**src/rtl/id_ex_register_pkg.sv**
```systemverilog
// Shared widths, bubble encodings and register-group types for the ID/EX pipeline register.
package id_ex_register_pkg;

   localparam int unsigned ExW    = 2;
   localparam int unsigned MemW   = 3;
   localparam int unsigned WbW    = 2;
   localparam int unsigned DataW  = 32;
   localparam int unsigned RegW   = 5;
   localparam int unsigned FunctW = 10;
   localparam int unsigned CntW   = 16;

   localparam logic [ExW-1:0]  ExBubble  = '0;
   localparam logic [MemW-1:0] MemBubble = '0;
   localparam logic [WbW-1:0]  WbBubble  = '0;

   typedef enum logic [1:0] {
      ActLoad,
      ActHold,
      ActBubble
   } action_e;

   typedef struct packed {
      logic [ExW-1:0]  ex;
      logic [MemW-1:0] mem;
      logic [WbW-1:0]  wb;
      logic            valid;
   } ctrl_t;

   typedef struct packed {
      logic [DataW-1:0]  rs1_data;
      logic [DataW-1:0]  rs2_data;
      logic [DataW-1:0]  imm;
      logic [FunctW-1:0] funct;
      logic [RegW-1:0]   rs1_addr;
      logic [RegW-1:0]   rs2_addr;
      logic [RegW-1:0]   rd_addr;
   } data_t;

   localparam ctrl_t CtrlBubble = '{ex: ExBubble, mem: MemBubble, wb: WbBubble, valid: 1'b0};

   // Flush outranks stall so a squashed instruction can never be frozen in EX.
   function automatic action_e next_action(input logic flush, input logic stall);
      if (flush) begin
         return ActBubble;
      end else if (stall) begin
         return ActHold;
      end
      return ActLoad;
   endfunction

endpackage

```
**src/rtl/bubble_counter.sv**
```systemverilog
// Saturating count of bubbles entering EX; sticks at all-ones instead of wrapping.
module bubble_counter
   import id_ex_register_pkg::*;
(
   input  logic            clk_i,
   input  logic            rst_i,
   input  logic            inc_i,
   output logic [CntW-1:0] cnt_o
);

   logic [CntW-1:0] cnt_d, cnt_q;

   always_comb begin
      cnt_d = cnt_q;
      if (inc_i && (cnt_q != {CntW{1'b1}})) begin
         cnt_d = cnt_q + 1'b1;
      end
   end

   always_ff @(posedge clk_i or negedge rst_i) begin
      if (!rst_i) begin
         cnt_q <= '0;
      end else begin
         cnt_q <= cnt_d;
      end
   end

   assign cnt_o = cnt_q;

endmodule

```
**src/rtl/id_ex_register.sv**
```systemverilog
// ID/EX pipeline register: load, hold or bubble each cycle, with a saturating bubble count.
module id_ex_register
   import id_ex_register_pkg::*;
(
   input  logic              clk_i,
   input  logic              rst_i,
   input  logic              stall_i,
   input  logic              flush_i,
   input  logic              valid_i,
   input  logic [ExW-1:0]    EX_signal_i,
   input  logic [MemW-1:0]   MEM_signal_i,
   input  logic [WbW-1:0]    WB_signal_i,
   input  logic [DataW-1:0]  RS1data_i,
   input  logic [DataW-1:0]  RS2data_i,
   input  logic [DataW-1:0]  imm_i,
   input  logic [FunctW-1:0] funct_i,
   input  logic [RegW-1:0]   RS1addr_i,
   input  logic [RegW-1:0]   RS2addr_i,
   input  logic [RegW-1:0]   RDaddr_i,
   output logic [ExW-1:0]    EX_signal_o,
   output logic [MemW-1:0]   MEM_signal_o,
   output logic [WbW-1:0]    WB_signal_o,
   output logic [DataW-1:0]  RS1data_o,
   output logic [DataW-1:0]  RS2data_o,
   output logic [DataW-1:0]  imm_o,
   output logic [FunctW-1:0] funct_o,
   output logic [RegW-1:0]   RS1addr_o,
   output logic [RegW-1:0]   RS2addr_o,
   output logic [RegW-1:0]   RDaddr_o,
   output logic              valid_o,
   output logic [CntW-1:0]   bubble_cnt_o
);

   action_e action;
   ctrl_t   ctrl_d, ctrl_q;
   data_t   data_d, data_q;
   logic    bubble_inc;

   assign action     = next_action(flush_i, stall_i);
   assign bubble_inc = (action == ActBubble) || ((action == ActLoad) && !valid_i);

   always_comb begin
      ctrl_d = ctrl_q;
      data_d = data_q;
      case (action)
         ActBubble: begin
            ctrl_d = CtrlBubble;
            data_d = '0;
         end
         ActLoad: begin
            ctrl_d.valid    = valid_i;
            ctrl_d.ex       = valid_i ? EX_signal_i  : ExBubble;
            ctrl_d.mem      = valid_i ? MEM_signal_i : MemBubble;
            ctrl_d.wb       = valid_i ? WB_signal_i  : WbBubble;
            data_d.rs1_data = RS1data_i;
            data_d.rs2_data = RS2data_i;
            data_d.imm      = imm_i;
            data_d.funct    = funct_i;
            data_d.rs1_addr = RS1addr_i;
            data_d.rs2_addr = RS2addr_i;
            // A non-valid instruction must never look like a forwarding source.
            data_d.rd_addr  = valid_i ? RDaddr_i : '0;
         end
         default: ;
      endcase
   end

   always_ff @(posedge clk_i or negedge rst_i) begin
      if (!rst_i) begin
         ctrl_q <= CtrlBubble;
      end else begin
         ctrl_q <= ctrl_d;
      end
   end

   always_ff @(posedge clk_i or negedge rst_i) begin
      if (!rst_i) begin
         data_q <= '0;
      end else begin
         data_q <= data_d;
      end
   end

   bubble_counter u_bubble_counter (
      .clk_i (clk_i),
      .rst_i (rst_i),
      .inc_i (bubble_inc),
      .cnt_o (bubble_cnt_o)
   );

   assign EX_signal_o  = ctrl_q.ex;
   assign MEM_signal_o = ctrl_q.mem;
   assign WB_signal_o  = ctrl_q.wb;
   assign valid_o      = ctrl_q.valid;
   assign RS1data_o    = data_q.rs1_data;
   assign RS2data_o    = data_q.rs2_data;
   assign imm_o        = data_q.imm;
   assign funct_o      = data_q.funct;
   assign RS1addr_o    = data_q.rs1_addr;
   assign RS2addr_o    = data_q.rs2_addr;
   assign RDaddr_o     = data_q.rd_addr;

endmodule
```
**config.mk**
```make
export PLATFORM = sky130hd
export DESIGN_NAME = id_ex_register
export DESIGN_NICKNAME = d
export VERILOG_FILES = /design/src/rtl/id_ex_register_pkg.sv /design/src/rtl/bubble_counter.sv /design/src/rtl/id_ex_register.sv
export SDC_FILE = /design/constraint.sdc
export NUM_CORES = 1
export LEC_CHECK = 0
export CAP_MARGIN = 25
export CORE_ASPECT_RATIO = 1.25
export CORE_MARGIN = 4
export CORE_UTILIZATION = 45
export CTS_BUF_LIST = sky130_fd_sc_hd__clkbuf_16
export CTS_CLUSTER_DIAMETER = 40
export DETAILED_ROUTE_END_ITERATION = 8
export PLACE_DENSITY_LB_ADDON = 0.25
export SLEW_MARGIN = 40
export SYNTH_ARGS = -nofsm -noshare
export SYNTH_HDL_FRONTEND = slang
export SYNTH_HIERARCHICAL = 1
export SYNTH_SLANG_ARGS = --single-unit
```
**constraint.sdc**
```tcl
create_clock -name clk_i -period 4.2 [get_ports clk_i]
set_clock_uncertainty 0.2 [all_clocks]
set_input_delay 1.26 -clock clk_i [delete_from_list [all_inputs] [get_ports clk_i]]
set_output_delay 1.26 -clock clk_i [all_outputs]
set_load 0.005 [all_outputs]
```
==> summary.txt <==
Die
  – Die Ht: around 140 um
  – Die area: 15300 um^2
  – Die width: 111 um
  – Core region area: between 10000 and 15000 um^2
  – Initial Utilization: 0.465
  – # rows: between 40 and 50
  – I/O pin cnt: 278

Placed design
  – PortBufs: between 200 and 300
  – Placed insts: 900
  – HPWL Detailed: about 12 mm
  – Placer Congestion: 0.816
  – Placed inst area: ~9000 um^2

Global routing
  – GRT Util Overall: 0.226
  – First-pass GRT wire length: ~27 mm
  – Number of antenna violations at the first check in global routing: 0
  – Total congestion overflow: 0
  – Vias in the first global route: just over 5000
  – Largest net degree at the start of global routing: 81

Hold path
  – Hold Startpoint: MEM_signal_o[2]
  – Hold path depth: 1
  – Hold WC Path Type: flop to flop
  – WHS Endpoint: MEM_signal_o[2]

Clocking
  – Post-CTS Hold Buffers: 0
  – Clk_lat worst skew: ~400 ps
  – # resized after CTS: 0
  – Clock Pin Slew Worst Setup and Hold Paths: 60 ps
  – H-tree levels: 4
  – CTS Sinks: 145
  – CTS tree: yes
  – Clock buffer depth: 2
  – Cts bufs inserted: 17
  – CTS root buf: clkbuf_16
  – Post-CTS Setup Bufs: 0

Logic synthesis
  – Yosys cell types: 35
  – #FFs+latches synth: 145
  – Post-synthesis sequential area ratio: 0.605
  – Top_reg_cell synth: dfrtp_1
  – Yosys warns: 6
  – Net Count, Synth: around 610
  – Mean Syn Cell Area: about 13 um^2
  – Post-Syn Instances: about 480
  – Post-Syn Area: 6000 um^2
  – Post-synth EDFFs: 0
  – Asr flop ratio synth: 1.00

Detailed routing
  – DRC violations left: 0
  – First-pass DRT Iterations: 4
  – Wire per inst: 18.6 um
  – Vias: between 4000 and 5000
  – Wirelength, routed: ~17 mm
  – Vias per inst: roughly 5.1
  – Drt initial violations: between 200 and 250
  – Post-route ant nets: 0

Worst setup path
  – Crit-path slowest cell: o21bai_1
  – FF-to-FF End: u_bubble_counter/cnt_o[14]
  – R2R Setup Slk: approximately 2300 ps
  – Setup CP Type: input port to flop
  – Worst reg2reg startpoint: u_bubble_counter/cnt_o[0]
  – Crit. End Element: flop
  – Critical Path AT: just over 3000 ps
  – Crit path launch type: input port
  – Crit. path cell count: 7
  – WP buf/inv: 2
  – Crit-path max cell delay: 430 ps
  – CP Data Required Time: 4290 ps
  – Worst-path fanout max: 14
  – R2r worst-path depth: 5
  – Delay-heaviest family, CP: simple AND/OR/NAND/NOR gates
  – Cell chain of the critical path: clkdlybuf4s50_1 > buf_4 > o21bai_1 > nand4_1 > nor4_4 > and4b_1 > a21oi_1

Timing
  – Setup TNS: 0 ps
  – Final Hold Viols: 0
  – Max Slew Vio Count: 0
  – Rel. slew slack: 0.484
  – Final setup viols: 0
  – Worst slew pin tran: 772 ps
  – Maximum clock rate: between 300 and 400 MHz
  – Fin crit period: 3020 ps
  – RSZ-0062 raised after global routing: false
  – Tcrit/Tclk final: 0.720

Final layout
  – Sequential Area: about 3600 um^2
  – FILL cells: roughly 910
  – Final std cells w/o fill: 932
  – Area of the multi-input gates: approximately 2200 um^2
  – Nets@finish: roughly 900
  – Final instance area: around 9500 um^2
  – Most common cell after layout, fill and taps aside: clkdlybuf4s50_1
  – Most frequent cells in the layout: clkdlybuf4s50_1, dfrtp_1, nor2_1
  – Layout cell share with drive strength beyond 1: 0.0642
  – Area delta synth->final: 58.3%

Flow run
  – Max cap viols: 0

Pwr
  – Leak: about 0.0044 uW
  – Pwr dens: 399 nW/um^2
  – Maximum vdd drop: 0.309 mV

Status
  – Status: finished clean
-- cell usage after synthesis, types with 2 or more instances --
cell type    n  area, um^2
a21oi_1      3        15.0
a31oi_1      3        18.8
a32o_1      12         120
and3_1       2        12.5
buf_1        6        22.5
buf_2        5        25.0
buf_4       13        97.6
clkbuf_1     5        18.8
dfrtp_1    145        3630
mux2i_1    117        1170
nand2_1      4        15.0
nand3_1      5        25.0
nand4_1      8        50.1
nor2_1     120         450
nor4_4       2        42.5
o21a_1       5        37.5
xnor2_1      5        43.8
xor2_1       2        17.5
-- worst max-delay path by stage --
stage,endpoint,start,slack (ps)
after floorplan,u_bubble_counter/cnt_o[5],stall_i,1230
after global placement,u_bubble_counter/cnt_o[5],valid_i,870
after detailed placement,u_bubble_counter/cnt_o[5],valid_i,790
after CTS,u_bubble_counter/cnt_o[15],valid_i,1190
after global routing,u_bubble_counter/cnt_o[10],valid_i,1040
final,u_bubble_counter/cnt_o[15],valid_i,1180
-- per-layer routing --
metal / wire, um / up-vias / track usage
met2: 8800 / 217 / 0.396
li1: - / 2222 / -
met5: 0 / - / 0
met4: 480 / 0 / 0.0791
met3: 1400 / 30 / 0.0823
met1: 6620 / 2306 / 0.257
-- power by group --
| part | total (uW) | internal (uW) | switching, uW |
|---|---|---|---|
| clock network | 1560 | 989 | 573 |
| logic | 628 | 381 | 246 |
| registers | 1600 | 1500 | 101 |
| total | 3790 | 2870 | 920 |
-- stage by stage --
step	util	worst slack, ps	hold WS [ps]	power, uW
global placement	0.689	872	279	2230
floorplan	-	1230	289	1830
CTS	0.736	1190	299	3830
detailed placement	0.689	789	285	2250
finish	0.737	1180	295	3790
global route	0.737	1040	307	3950
-- kinds of logic (layout without fill, tap and decap cells) --
group           after synthesis  after routing  synth area share
simple gates                151            151             0.118
flops                       145            145             0.605
mux                         118            118             0.197
buf+inv                      29            313            0.0273
compound gates               28             28            0.0403
xor+xnor                      7              7            0.0102
fa+ha+maj                     1              1           0.00209
other cells                   0              1                 0
-- area by class of cell --
| type | count | share of cell area |
|---|---|---|
| Sequential cell | 145 | 0.382 |
| Multi-Input combinational cell | 305 | 0.233 |
| Antenna cell | 1 | 0.000263 |
| Timing Repair Buffer | 282 | 0.298 |
| Clock buffer | 17 | 0.0448 |
| Clock inverter | 14 | 0.0198 |
| Tap cell | 168 | 0.0221 |
-- state kept, by name (all words and copies together), names as in the netlist --
register / flops
RS1data_o: 32
RS2data_o: 32
imm_o: 32
u_bubble_counter/cnt_o: 16
funct_o: 10
RDaddr_o: 5
RS1addr_o: 5
RS2addr_o: 5
MEM_signal_o: 3
EX_signal_o: 2
WB_signal_o: 2
valid_o: 1
Power figures use the tool's default switching activity.
